**config.mk**
```make
export PLATFORM = sky130hd
export DESIGN_NAME = uart_alu_bridge
export DESIGN_NICKNAME = d
export VERILOG_FILES = /design/src/rtl/uart_alu_pkg.sv /design/src/rtl/uart_alu_bridge_alu.sv /design/src/rtl/uart_alu_bridge.sv
export SDC_FILE = /design/constraint.sdc
export NUM_CORES = 1
export LEC_CHECK = 0
export ABC_AREA = 1
export BUFFER_PORTS_ARGS = -buffer_cell sky130_fd_sc_hd__buf_2
export CAP_MARGIN = 30
export CORE_UTILIZATION = 50
export CTS_CLUSTER_SIZE = 16
export DETAILED_ROUTE_END_ITERATION = 7
export PLACE_DENSITY = 0.64
export SYNTH_ARGS = -nofsm -noshare
export SYNTH_HDL_FRONTEND = slang
export SYNTH_HIERARCHICAL = 1
export SYNTH_SLANG_ARGS = --single-unit
```
**constraint.sdc**
```tcl
create_clock -name i_clk -period 6.94 [get_ports i_clk]
set_input_delay 0.347 -clock i_clk [delete_from_list [all_inputs] [get_ports i_clk]]
set_output_delay 0.347 -clock i_clk [all_outputs]
set_load 0.01 [all_outputs]
```
**src/rtl/uart_alu_pkg.sv**
```systemverilog
// Shared constants for the UART-controlled ALU: frame defaults, opcodes and
// the encoding of the operand-collecting interface FSM.
package uart_alu_pkg;

  localparam int DBIT_DEF    = 8;
  localparam int SB_TICK_DEF = 16;
  localparam int DVSR_DEF    = 326;
  localparam int NB_OP_DEF   = 8;

  localparam logic [7:0] OP_ADD = 8'h20;
  localparam logic [7:0] OP_SUB = 8'h22;
  localparam logic [7:0] OP_AND = 8'h24;
  localparam logic [7:0] OP_OR  = 8'h25;
  localparam logic [7:0] OP_XOR = 8'h26;
  localparam logic [7:0] OP_NOR = 8'h27;
  localparam logic [7:0] OP_SRA = 8'h03;
  localparam logic [7:0] OP_SRL = 8'h02;

  localparam logic [1:0] IF_WAIT_A  = 2'd0;
  localparam logic [1:0] IF_WAIT_B  = 2'd1;
  localparam logic [1:0] IF_WAIT_OP = 2'd2;
  localparam logic [1:0] IF_SEND    = 2'd3;

endpackage

```
**src/rtl/uart_alu_bridge_alu.sv**
```systemverilog
// Combinational ALU; results wrap, unknown opcodes yield zero.
module alu
  import uart_alu_pkg::*;
#(
  parameter int DATA_W = 8,
  parameter int OP_W   = 8
) (
  input  logic [DATA_W-1:0] a,
  input  logic [DATA_W-1:0] b,
  input  logic [OP_W-1:0]   op,
  output logic [DATA_W-1:0] y
);

  logic signed [DATA_W-1:0] a_s;

  assign a_s = signed'(a);

  // Shifts by DATA_W or more saturate to sign fill (SRA) or zero (SRL).
  always_comb begin
    y = '0;
    case (op)
      OP_ADD:  y = a + b;
      OP_SUB:  y = a - b;
      OP_AND:  y = a & b;
      OP_OR:   y = a | b;
      OP_XOR:  y = a ^ b;
      OP_NOR:  y = ~(a | b);
      OP_SRA:  y = a_s >>> b;
      OP_SRL:  y = a >> b;
      default: y = '0;
    endcase
  end

endmodule

```
**src/rtl/uart_alu_bridge.sv**
```systemverilog
// UART front end for the ALU: collects A, B, opcode as three 8N1 bytes and
// transmits the single result byte back.
module uart_alu_bridge
  import uart_alu_pkg::*;
#(
  parameter int DBIT    = DBIT_DEF,
  parameter int SB_TICK = SB_TICK_DEF,
  parameter int DVSR    = DVSR_DEF,
  parameter int NB_OP   = NB_OP_DEF
) (
  input  logic i_clk,
  input  logic i_reset,
  input  logic i_rx,
  output logic o_tx
);

  localparam int CW = (DVSR > 1) ? $clog2(DVSR) : 1;
  localparam int SW = $clog2((SB_TICK > 16) ? SB_TICK : 16);
  localparam int NW = (DBIT > 1) ? $clog2(DBIT) : 1;

  localparam logic [1:0] S_IDLE  = 2'd0;
  localparam logic [1:0] S_START = 2'd1;
  localparam logic [1:0] S_DATA  = 2'd2;
  localparam logic [1:0] S_STOP  = 2'd3;

  logic [CW-1:0]    tick_cnt;
  logic             s_tick;
  logic             rx_p0, rx_p1;
  logic [1:0]       rx_state, tx_state, if_state;
  logic [SW-1:0]    rx_s, tx_s;
  logic [NW-1:0]    rx_n, tx_n;
  logic [DBIT-1:0]  rx_b, tx_b;
  logic             rx_done, tx_done, tx_start, tx_reg;
  logic [DBIT-1:0]  a_reg, b_reg, alu_y;
  logic [NB_OP-1:0] op_reg;

  assign s_tick = (tick_cnt == CW'(DVSR - 1));

  always_ff @(posedge i_clk or negedge i_reset) begin
    if (!i_reset) tick_cnt <= '0;
    else if (s_tick) tick_cnt <= '0;
    else tick_cnt <= tick_cnt + 1'b1;
  end

  // Input stage: two-flop synchroniser, idles high so reset cannot fake a start.
  always_ff @(posedge i_clk or negedge i_reset) begin
    if (!i_reset) begin
      rx_p0 <= 1'b1;
      rx_p1 <= 1'b1;
    end else begin
      rx_p0 <= i_rx;
      rx_p1 <= rx_p0;
    end
  end

  always_ff @(posedge i_clk or negedge i_reset) begin
    if (!i_reset) begin
      rx_state <= S_IDLE;
      rx_s     <= '0;
      rx_n     <= '0;
      rx_b     <= '0;
      rx_done  <= 1'b0;
    end else begin
      rx_done <= 1'b0;
      case (rx_state)
        S_IDLE: if (!rx_p1) begin
          rx_state <= S_START;
          rx_s     <= '0;
        end
        S_START: if (s_tick) begin
          if (rx_s == SW'(7)) begin
            rx_s     <= '0;
            rx_n     <= '0;
            rx_state <= rx_p1 ? S_IDLE : S_DATA;
          end else rx_s <= rx_s + 1'b1;
        end
        S_DATA: if (s_tick) begin
          if (rx_s == SW'(15)) begin
            rx_s <= '0;
            rx_b <= {rx_p1, rx_b[DBIT-1:1]};
            if (rx_n == NW'(DBIT - 1)) rx_state <= S_STOP;
            else rx_n <= rx_n + 1'b1;
          end else rx_s <= rx_s + 1'b1;
        end
        default: if (s_tick) begin
          if (rx_s == SW'(SB_TICK - 1)) begin
            rx_state <= S_IDLE;
            rx_done  <= rx_p1;
          end else rx_s <= rx_s + 1'b1;
        end
      endcase
    end
  end

  // Operand collection; SEND also accepts a byte so none is lost on the way back to WAIT_A.
  always_ff @(posedge i_clk or negedge i_reset) begin
    if (!i_reset) begin
      if_state <= IF_WAIT_A;
      a_reg    <= '0;
      b_reg    <= '0;
      op_reg   <= '0;
    end else begin
      case (if_state)
        IF_WAIT_A: if (rx_done) begin
          a_reg    <= rx_b;
          if_state <= IF_WAIT_B;
        end
        IF_WAIT_B: if (rx_done) begin
          b_reg    <= rx_b;
          if_state <= IF_WAIT_OP;
        end
        IF_WAIT_OP: if (rx_done) begin
          op_reg   <= rx_b[NB_OP-1:0];
          if_state <= IF_SEND;
        end
        default: begin
          if (rx_done) begin
            a_reg    <= rx_b;
            if_state <= IF_WAIT_B;
          end else if_state <= IF_WAIT_A;
        end
      endcase
    end
  end

  assign tx_start = (if_state == IF_SEND);

  alu #(.DATA_W(DBIT), .OP_W(NB_OP)) u_alu (
    .a  (a_reg),
    .b  (b_reg),
    .op (op_reg),
    .y  (alu_y)
  );

  assign tx_done = (tx_state == S_STOP) && s_tick && (tx_s == SW'(SB_TICK - 1));

  // Output stage: registered line driver; a start while busy is dropped.
  always_ff @(posedge i_clk or negedge i_reset) begin
    if (!i_reset) begin
      tx_state <= S_IDLE;
      tx_s     <= '0;
      tx_n     <= '0;
      tx_b     <= '0;
      tx_reg   <= 1'b1;
    end else begin
      case (tx_state)
        S_IDLE: if (tx_start) begin
          tx_state <= S_START;
          tx_s     <= '0;
          tx_b     <= alu_y;
          tx_reg   <= 1'b0;
        end
        S_START: if (s_tick) begin
          if (tx_s == SW'(15)) begin
            tx_state <= S_DATA;
            tx_s     <= '0;
            tx_n     <= '0;
            tx_reg   <= tx_b[0];
          end else tx_s <= tx_s + 1'b1;
        end
        S_DATA: if (s_tick) begin
          if (tx_s == SW'(15)) begin
            tx_s <= '0;
            tx_b <= tx_b >> 1;
            if (tx_n == NW'(DBIT - 1)) begin
              tx_state <= S_STOP;
              tx_reg   <= 1'b1;
            end else begin
              tx_n   <= tx_n + 1'b1;
              tx_reg <= tx_b[1];
            end
          end else tx_s <= tx_s + 1'b1;
        end
        default: begin
          if (tx_done) begin
            tx_state <= S_IDLE;
            tx_s     <= '0;
          end else if (s_tick) tx_s <= tx_s + 1'b1;
        end
      endcase
    end
  end

  assign o_tx = tx_reg;

endmodule

```
Yosys cells after proc, flatten, opt, wreduce, memory -nomap -nowiden
Cells that the tools add are included.

Flip-flop bits (word level): 73. Input port bits: 3. Output and inout bits: 1. Word-level logic and storage cells: 166.

Add/sub/neg operators: 7. Equal/unequal tests: 41. Shift-type cells: 2. Muxes and demuxes: 65. Bitwise operators: 5. Reduce and logical (&&, ||, !) cells: 29.

Operators with widths (number): one-hot mux 8 bit (8 select lines) (1); == test 8 x 6 -> 1 bit, second input constant (6); two-way mux 4 bit (12); two-way mux 2 bit (19); != test 2 bit, second input constant (17); two-way mux 3 bit (10); two-way mux 8 bit (3); one-hot mux 2 bit (3 select lines) (3); AND reduction 6 bit (3); == test 8 x 2 -> 1 bit, second input constant (2); one-hot mux 8 bit (2 select lines) (1); one-hot mux 3 bit (2 select lines) (2); one-hot mux 4 bit (3 select lines) (1); == test 2 bit, second input constant (5); two-way mux 1 bit (10); adder 9 x 1 -> 9 bit, second input constant (1); == test 9 bit, second input constant (1); two-way mux 9 bit (1); AND reduction 3 bit (3); nonzero test 3 bit (3); adder 4 x 1 -> 4 bit, second input constant (2); adder 8 bit (1); AND 8 bit (1); == test 4 bit, second input constant (2); other kinds (26) (39).

Logic depth before layout (Yosys ltp)
Gate-level depths: netlist of the first run.

Depth in word-level cells: 5. Depth in mapped cells: 21. Depth with buffers taken out: 21.

By module
Netlist of the first run, hierarchy kept.

Modules (own cells, without submodules): uart_alu_bridge (times used 1, cells each 401, area an instance 3548.4 µm², seq. area each 1830.5 µm²); alu (times used 1, cells each 338, area an instance 1795.5 µm², seq. area each 0.0 µm²).

Worst setup path after synthesis of the first run
No wires, ideal clock.

Path kind: reg-to-reg. Start: register b_reg[0]. End: register tx_b[3]. Library setup time: 0.122 ns. Arrival time: 2.430 ns. Data required time: 6.818 ns. Slack: 4.388 ns. Cell stages (with the launch flop): 21. Buffers on the path: 2. Period minus slack after synthesis: 2.552 ns. Path through: dfrtp_1 buf_6 inv_1 buf_6 ha_1 inv_1 o21ai_0 inv_1 ha_1 nand2_1 inv_1 a21oi_1 inv_1 nor2_1 nor2_1 nor2_1 nand2_1 inv_1 nand2_1 mux2i_1 o21ai_2.

Word-level cells in the longest chain between the ends: 4. Elaborated cells on any way between the ends: 7. Classes of those cells: add/sub: 2; shift: 2; mux: 3.

RTL lines: start: declaration (RTL line uart_alu_bridge.sv:34) `logic [DBIT-1:0] a_reg, b_reg, alu_y;`; start signal: assignment (RTL line uart_alu_bridge.sv:109) `b_reg <= rx_b;`; subtractor 8 bit (tied with other cells) (RTL line uart_alu_bridge_alu.sv:23) `OP_SUB: y = a - b;`; one-hot mux 8 bit (8 select lines) * (RTL line uart_alu_bridge_alu.sv:21) `case (op)`; net alu_y[3] (RTL line uart_alu_bridge.sv:34); two-way mux 8 bit * (RTL line uart_alu_bridge.sv:147) `S_IDLE: if (tx_start) begin`; one-hot mux 8 bit (2 select lines) * (RTL line uart_alu_bridge.sv:146) `case (tx_state)`; end signal: assignment (RTL line uart_alu_bridge.sv:150) `tx_b <= alu_y;`; end signal: assignment (RTL line uart_alu_bridge.sv:164) `tx_b <= tx_b >> 1;`; end: declaration (RTL line uart_alu_bridge.sv:32) `logic [DBIT-1:0] rx_b, tx_b;`.

The timed path passes the listed nets; every way through them passes the cells marked *. The select of a mux whose other input is x is not followed. A chain may end at the register's enable or synchronous reset.

Worst setup path in the final report of the first run
Start: register b_reg[1]. End: register tx_b[3].

Same word-level chain as after synthesis.

==> reports/results.tsv, run 1 <==
stage	metric	value	unit
worst_hold_path	HP Class	input port to register	
floorplan	Die Ht	105	um
place	placed cells	863	
critical_path	worst r2r src	b_reg[1]$_DFFE_PN0P_	
critical_path	nature of the critical path endpoint	register	
critical_path	Reg-to-Reg End	tx_b[3]$_DFFE_PN0P_	
clock_tree	clock root buffer	clkbuf_8	
sta	skew final	0.0247	ns
synth	cell area after synthesis	5340	um2
finish	Fill cells	1010	
grt	vias in the first global route	4463	
power_and_ir_drop	maximum vdd drop	87.5	uV
floorplan	io pins	4	
synth	most common cell in the netlist	nand2_1	
synth	Ys Warns	6	
clock_tree	CTS tree	yes	
floorplan	site row count	37	
flow_run	max-cap violation count	0	
route	drt initial violations	342	
synth	Synth area leader	dfrtp_1	
floorplan	Initial Util	0.518	
finish	Top reg by flops	tick_cnt	
grt	initial antenna violation count	0	
grt	aggregate global-route resource usage	0.242	
synth	async set-reset flop share out of synthesis	1.00	
clock_tree	TritonCTS buffer count	9	
floorplan	Core ar.	10300	um2
critical_path	CP startpoint	b_reg[1]$_DFFE_PN0P_	
sta	Worst-Margin Slew	0.670	ns
sta	final worst path period need	3.12	ns
sta	setup ws final	3.82	ns
synth	Area contributors post-synth	dfrtp_1, nand2_1, ha_1	
critical_path	Arr. time, crit path	3.37	ns
critical_path	FF-to-FF setup slack	3.82	ns
sta	Fin Hold WS	0.0940	ns
synth	share of the synthesized area in the top cell type	0.328	
sta	final worst-path cycle share	0.450	
finish	n_diodes	0	
clock_tree	Num Clock Sinks	73	
finish	Final #Nets	784	
route	drt wl/cell	14.0	um
synth	number of synthesized flops with an enable pin	0	
route	Post-DRT Antenna Nets	0	
grt	global-route wire length before repair	21.4	mm
finish	post-layout util	0.550	
critical_path	CP startpoint kind	register	
power_and_ir_drop	P_leak	2.81	nW
clock_tree	H-tree depth	3	
floorplan	die area	11100	um2
place	Detail Placement HPWL	9.22	mm
route	DR vias	4691	
finish	flip-flop count of the largest register after layout	9	
critical_path	CP Data Required Time	7.18	ns
place	Post-DP Area	5430	um2
critical_path	Worst R2R Path Depth	18	
route	Vias/cell	5.32	
synth	top post-synthesis cells by count	nand2_1, inv_1, nand3_1, dfrtp_1, nor2_1	
sta	setup TNS	0	ns
synth	Mapped Cells	739	
finish	fin cells	881	
grt	overflow left after global routing	0	
route	First-pass DRT Iterations	5	
power_and_ir_drop	total power	0.811	mW
sta	unrepaired setup endpoints after global routing	no	
power_and_ir_drop	Power Density	143	nW/um2
sta	Final Hold Fails	0	
finish	Layout area overhead	6.20	%
finish	Final Instance Area	5680	um2
synth	Synthesized Nets	783	
route	detailed-route DRC error count	0	
finish	ratio of cells with drive above 1 in the final layout	0.0993	
sta	max-slew violations	0	
place	count of buffers from port buffering	3	
clock_tree	worst-case clock buffer depth	2	
sta	Final Setup Violations	0	
floorplan	die width	105	um
synth	Syn Area/Cell	7.23	um2
sta	Rel. slew slack	0.551	
critical_path	Crit Path Max Fanout	13	
route	Total Wirelength	12.3	mm
synth	fraction of the yosys area taken by sequential cells	0.343	
clock_tree	Worst-path clk slew	0.09	ns
clock_tree	clock insertion delay at the later pin of the skew report	0.36	ns
grt	largest net degree at the start of global routing	74	
place	GPL Wtd Cong	0.861	
critical_path	CP endpoint	tx_b[3]$_DFFE_PN0P_	
critical_path	CP Class	register to register	
sta	Fmax	320	MHz
status	status	finished clean	
synth	Top FF cell, synth	dfrtp_1	
place	Place WS	3.82	ns
synth	synth unique cells	43	
synth	FF+latch count, synth	73	
## where the power goes
part	switching, mW	internal [mW]
clock network	0.170	0.203
registers	0.000137	0.426
logic	0.00883	0.00271
total	0.179	0.632
## critical path, stage by stage (launching register included)
cell and delay [ns]:
dfrtp_1 0.67, inv_1 0.34, ha_1 0.37, inv_1 0.03, o21ai_0 0.31, inv_1 0.08
ha_1 0.28, nand2_1 0.06, inv_1 0.05, a21oi_1 0.15, inv_1 0.07, nor2_1 0.08
nor2_1 0.05, nor2_1 0.09, nand2_1 0.06, inv_1 0.05, nand2_1 0.04, mux2i_1 0.16
o21ai_2 0.08
## cells by family (layout without fill, tap and decap cells)
logic type                 count (synthesis)  after routing  share of synthesized area
DFF                                       73             73                      0.343
muxes                                      6              6                     0.0112
and+or+nand+nor                          406            406                      0.340
xor gates and xnor gates                  10             10                     0.0164
buffers and inverters                    106            112                     0.0843
adders and majority gates                 41             41                     0.0974
AOI/OAI and AO/OA                         97             97                      0.108
## cell type report
type                       instances  area, um2  area share
timing repair buffer               5       55.1     0.00970
clock inverter                     5       81.3      0.0143
tap                              136        170      0.0300
clock buffer                      11        131      0.0231
multi-input combinational        560       3060       0.540
inverter                          91        344      0.0606
sequential                        73       1830       0.323
## metal layers
metal / routed length, um / part of all wire / up-vias / track usage
li1: - / - / 2396 / -
met1: 6040 / 0.49 / 2192 / 0.341
met2: 5570 / 0.45 / 95 / 0.378
met3: 618 / 0.050 / 8 / 0.0507
met4: 99 / 0.0080 / 0 / 0.0644
met5: 0 / 0 / - / 0
## worst min path at each step
stage | startpoint | slack, ns | depth (start not counted) | endpoint
after floorplan | i_reset | 0.05 | 0 | a_reg[0]$_DFFE_PN0P_
after global placement | rx_p0$_DFF_PN1_ | 0.35 | 0 | rx_p1$_DFF_PN1_
after detailed placement | rx_p0$_DFF_PN1_ | 0.35 | 0 | rx_p1$_DFF_PN1_
after CTS | i_rx | 0.08 | 1 | rx_p0$_DFF_PN1_
after global routing | i_rx | 0.07 | 1 | rx_p0$_DFF_PN1_
final | i_rx | 0.09 | 1 | rx_p0$_DFF_PN1_
## placed cells by master, fill, tap and decap left out, types with 2 or more instances in the layout
master / count
clkbuf_8: 9
nand3b_1: 4
inv_2: 9
nand2_4: 2
xor2_1: 7
nand2_2: 7
nand2_1: 218
a21oi_1: 23
nand3_1: 72
nor2_4: 8
buf_2: 2
inv_1: 80
nor3_1: 4
mux2i_1: 6
xnor2_1: 3
nand3_2: 2
dfrtp_1: 70
o21ai_2: 16
dfstp_2: 3
ha_1: 40
o21ai_1: 7
o21ai_0: 42
clkbuf_1: 2
o21bai_1: 2
nand4_1: 16
bufinv_16: 2
nor2_1: 64
or2_2: 4
nor2_2: 2
## timing repair
action | in CTS | in global routing
buffers inserted | 0 | 0
gates resized for setup | 0 | 0
hold buffers | 0 | 1
endpoints found under the hold margin | 0 | 2
(Power assumes the default switching activity.)
==> run 2: changes to the inputs <==
--- a/config.mk
+++ b/config.mk
@@ -11,7 +11,7 @@
 export CORE_UTILIZATION = 50
 export CTS_CLUSTER_SIZE = 16
 export DETAILED_ROUTE_END_ITERATION = 7
-export PLACE_DENSITY = 0.64
+export PLACE_DENSITY = 0.67
 export SYNTH_ARGS = -nofsm -noshare
 export SYNTH_HDL_FRONTEND = slang
 export SYNTH_HIERARCHICAL = 1
==> constraint.sdc (replaced) <==
create_clock -name i_clk -period 2.7 [get_ports i_clk]
set_input_delay 0.135 -clock i_clk [delete_from_list [all_inputs] [get_ports i_clk]]
set_output_delay 0.135 -clock i_clk [all_outputs]
set_load 0.01 [all_outputs]
==> reports/results.tsv, run 2 (synthesis gave the netlist of run 1 again) <==
stage	metric	value	unit	change
floorplan	Die Ht	105	um	unchanged
sta	skew final	0.00743	ns	-0.0172 ns
place	GPL Wtd Cong	0.916		+6.4%
floorplan	site row count	37		unchanged
critical_path	CP endpoint	tx_b[5]$_DFFE_PN0P_		
finish	Final #Nets	802		+2.3%
grt	global-route wire length before repair	21.2	mm	-0.91%
sta	final worst path period need	2.54	ns	-0.586 ns
place	placed cells	875		+1.4%
finish	most common cell after layout, fill and taps aside	nand2_1		
route	met2 wire length	5.80	mm	+4.2%
critical_path	FF-to-FF setup slack	0.16	ns	-3.65 ns
clock_tree	Num Clock Sinks	73		unchanged
route	drt initial violations	304		-11%
floorplan	io pins	4		unchanged
critical_path	Crit Path Max Fanout	6		-7
grt	aggregate global-route resource usage	0.244		+0.00150
flow_run	max-cap violation count	0		unchanged
critical_path	CP Class	register to register		
route	detailed-route DRC error count	0		unchanged
floorplan	die width	105	um	unchanged
sta	Rel. slew slack	0.545		-0.00682
finish	fin cells	899		+2.0%
place	count of buffers from port buffering	3		unchanged
route	wl on met1	5.87	mm	-2.7%
route	DR top layer	met4		
grt	vias in the first global route	4548		+1.9%
clock_tree	Worst-path clk slew	0.08	ns	about the same
route	met3 wire len	544	um	-12%
finish	Layout area overhead	8.97	%	
power_and_ir_drop	Power Density	330	nW/um2	+130%
clock_tree	CTS tree	yes		
grt	initial antenna violation count	0		unchanged
finish	ratio of cells with drive above 1 in the final layout	0.135		+0.0357
power_and_ir_drop	P_leak	2.89	nW	+2.7%
worst_hold_path	HP Class	input port to asynchronous set/reset pin		
sta	Fmax	394	MHz	+23%
power_and_ir_drop	maximum vdd drop	310	uV	+250%
route	drt wl/cell	14.0	um	about the same
sta	Final Setup Violations	0		unchanged
sta	final worst-path cycle share	0.940		+0.490
clock_tree	clock root buffer	clkbuf_8		
route	First-pass DRT Iterations	6		+1
critical_path	CP startpoint kind	register		
place	Detail Placement HPWL	9.47	mm	+2.8%
critical_path	CP startpoint	op_reg[2]$_DFFE_PN0P_		
finish	post-layout util	0.564		+0.0143
route	Post-DRT Antenna Nets	0		unchanged
finish	Top reg by flops	tick_cnt		
critical_path	Arr. time, crit path	2.78	ns	-0.59 ns
floorplan	Core ar.	10300	um2	unchanged
critical_path	Worst R2R Path Depth	18		unchanged
power_and_ir_drop	total power	1.92	mW	+140%
floorplan	Initial Util	0.518		unchanged
route	Total Wirelength	12.6	mm	+2.1%
critical_path	Reg-to-Reg End	tx_b[5]$_DFFE_PN0P_		
sta	Fin Hold WS	0.106	ns	+0.0124 ns
critical_path	nature of the critical path endpoint	register		
critical_path	CP Data Required Time	2.95	ns	-4.23 ns
clock_tree	H-tree depth	3		unchanged
sta	Final Hold Fails	0		unchanged
critical_path	worst r2r src	op_reg[2]$_DFFE_PN0P_		
floorplan	die area	11100	um2	unchanged
sta	Worst-Margin Slew	0.681	ns	+0.0102 ns
route	Vias/cell	5.27		-1.0%
clock_tree	worst-case clock buffer depth	2		unchanged
grt	largest net degree at the start of global routing	74		unchanged
grt	overflow left after global routing	0		unchanged
sta	max-slew violations	0		unchanged
status	status	finished clean		
clock_tree	clock insertion delay at the later pin of the skew report	0.36	ns	about the same
clock_tree	TritonCTS buffer count	9		unchanged
route	DR vias	4738		+1.0%
finish	flip-flop count of the largest register after layout	9		unchanged
finish	n_diodes	0		unchanged
finish	most frequent cells in the layout	nand2_1, inv_1, nand3_1		
[run 2: timing repair]
item	in CTS	in global routing
buffers inserted	0	5
endpoints found under the setup margin	0	7
endpoints found under the hold margin	71	0
hold buffers	2	0
gates resized for setup	0	14
[run 2: stage by stage]
stage	area, um2	setup slack [ns]	TNS (ns)
finish	5820	0.162	0
global route	5820	-0.0350	-0.109
CTS	5720	0.0707	0
detailed placement	5520	0.0869	0
global placement	5520	0.121	0
floorplan	5340	0.148	0
[run 2: worst min-delay path by stage]
stage | from | endpoint | slack [ns]
floorplan | i_reset | a_reg[0]$_DFFE_PN0P_ | -0.16
global placement | i_rx | rx_p0$_DFF_PN1_ | 0.24
detailed placement | i_rx | rx_p0$_DFF_PN1_ | 0.24
CTS | rx_p0$_DFF_PN1_ | rx_p1$_DFF_PN1_ | 0.36
global route | i_reset | tx_b[7]$_DFFE_PN0P_ | 0.1
finish | i_reset | tx_b[3]$_DFFE_PN0P_ | 0.11
[run 2: metal layers]
metal / vias to the layer above / track usage
li1: 2422 / -
met1: 2183 / 0.316
met2: 105 / 0.390
met3: 28 / 0.0482
met4: 0 / 0.117
met5: - / 0
[run 2: final cells by class]
type / instances / area [um2]
Sequential cell: 73 / 1830
Multi-Input combinational cell: 560 / 3100
Timing Repair Buffer: 23 / 193
Fill cell: 982 / 4500
Tap cell: 136 / 170
Clock buffer: 11 / 151
Inverter: 91 / 347
Clock inverter: 5 / 30.0
[run 2: worst max-delay path: stages, from the launching register on]
cell	delay (ns)
dfrtp_1	0.39
inv_1	0.07
nand2_2	0.08
nor2_4	0.13
nand2_2	0.09
buf_4	0.15
nand2_1	0.06
xor2_1	0.25
ha_4	0.27
nand2_1	0.09
inv_1	0.06
nand3_1	0.11
nand3_1	0.08
nand2_1	0.06
a21oi_1	0.07
nor2_1	0.13
nand2_1	0.07
mux2i_1	0.18
o21ai_2	0.08
[run 2: where the power goes]
part,switching (mW),internal [mW]
clock,0.418,0.378
combinational,0.0232,0.00792
sequential,0.000435,1.10
total,0.442,1.48
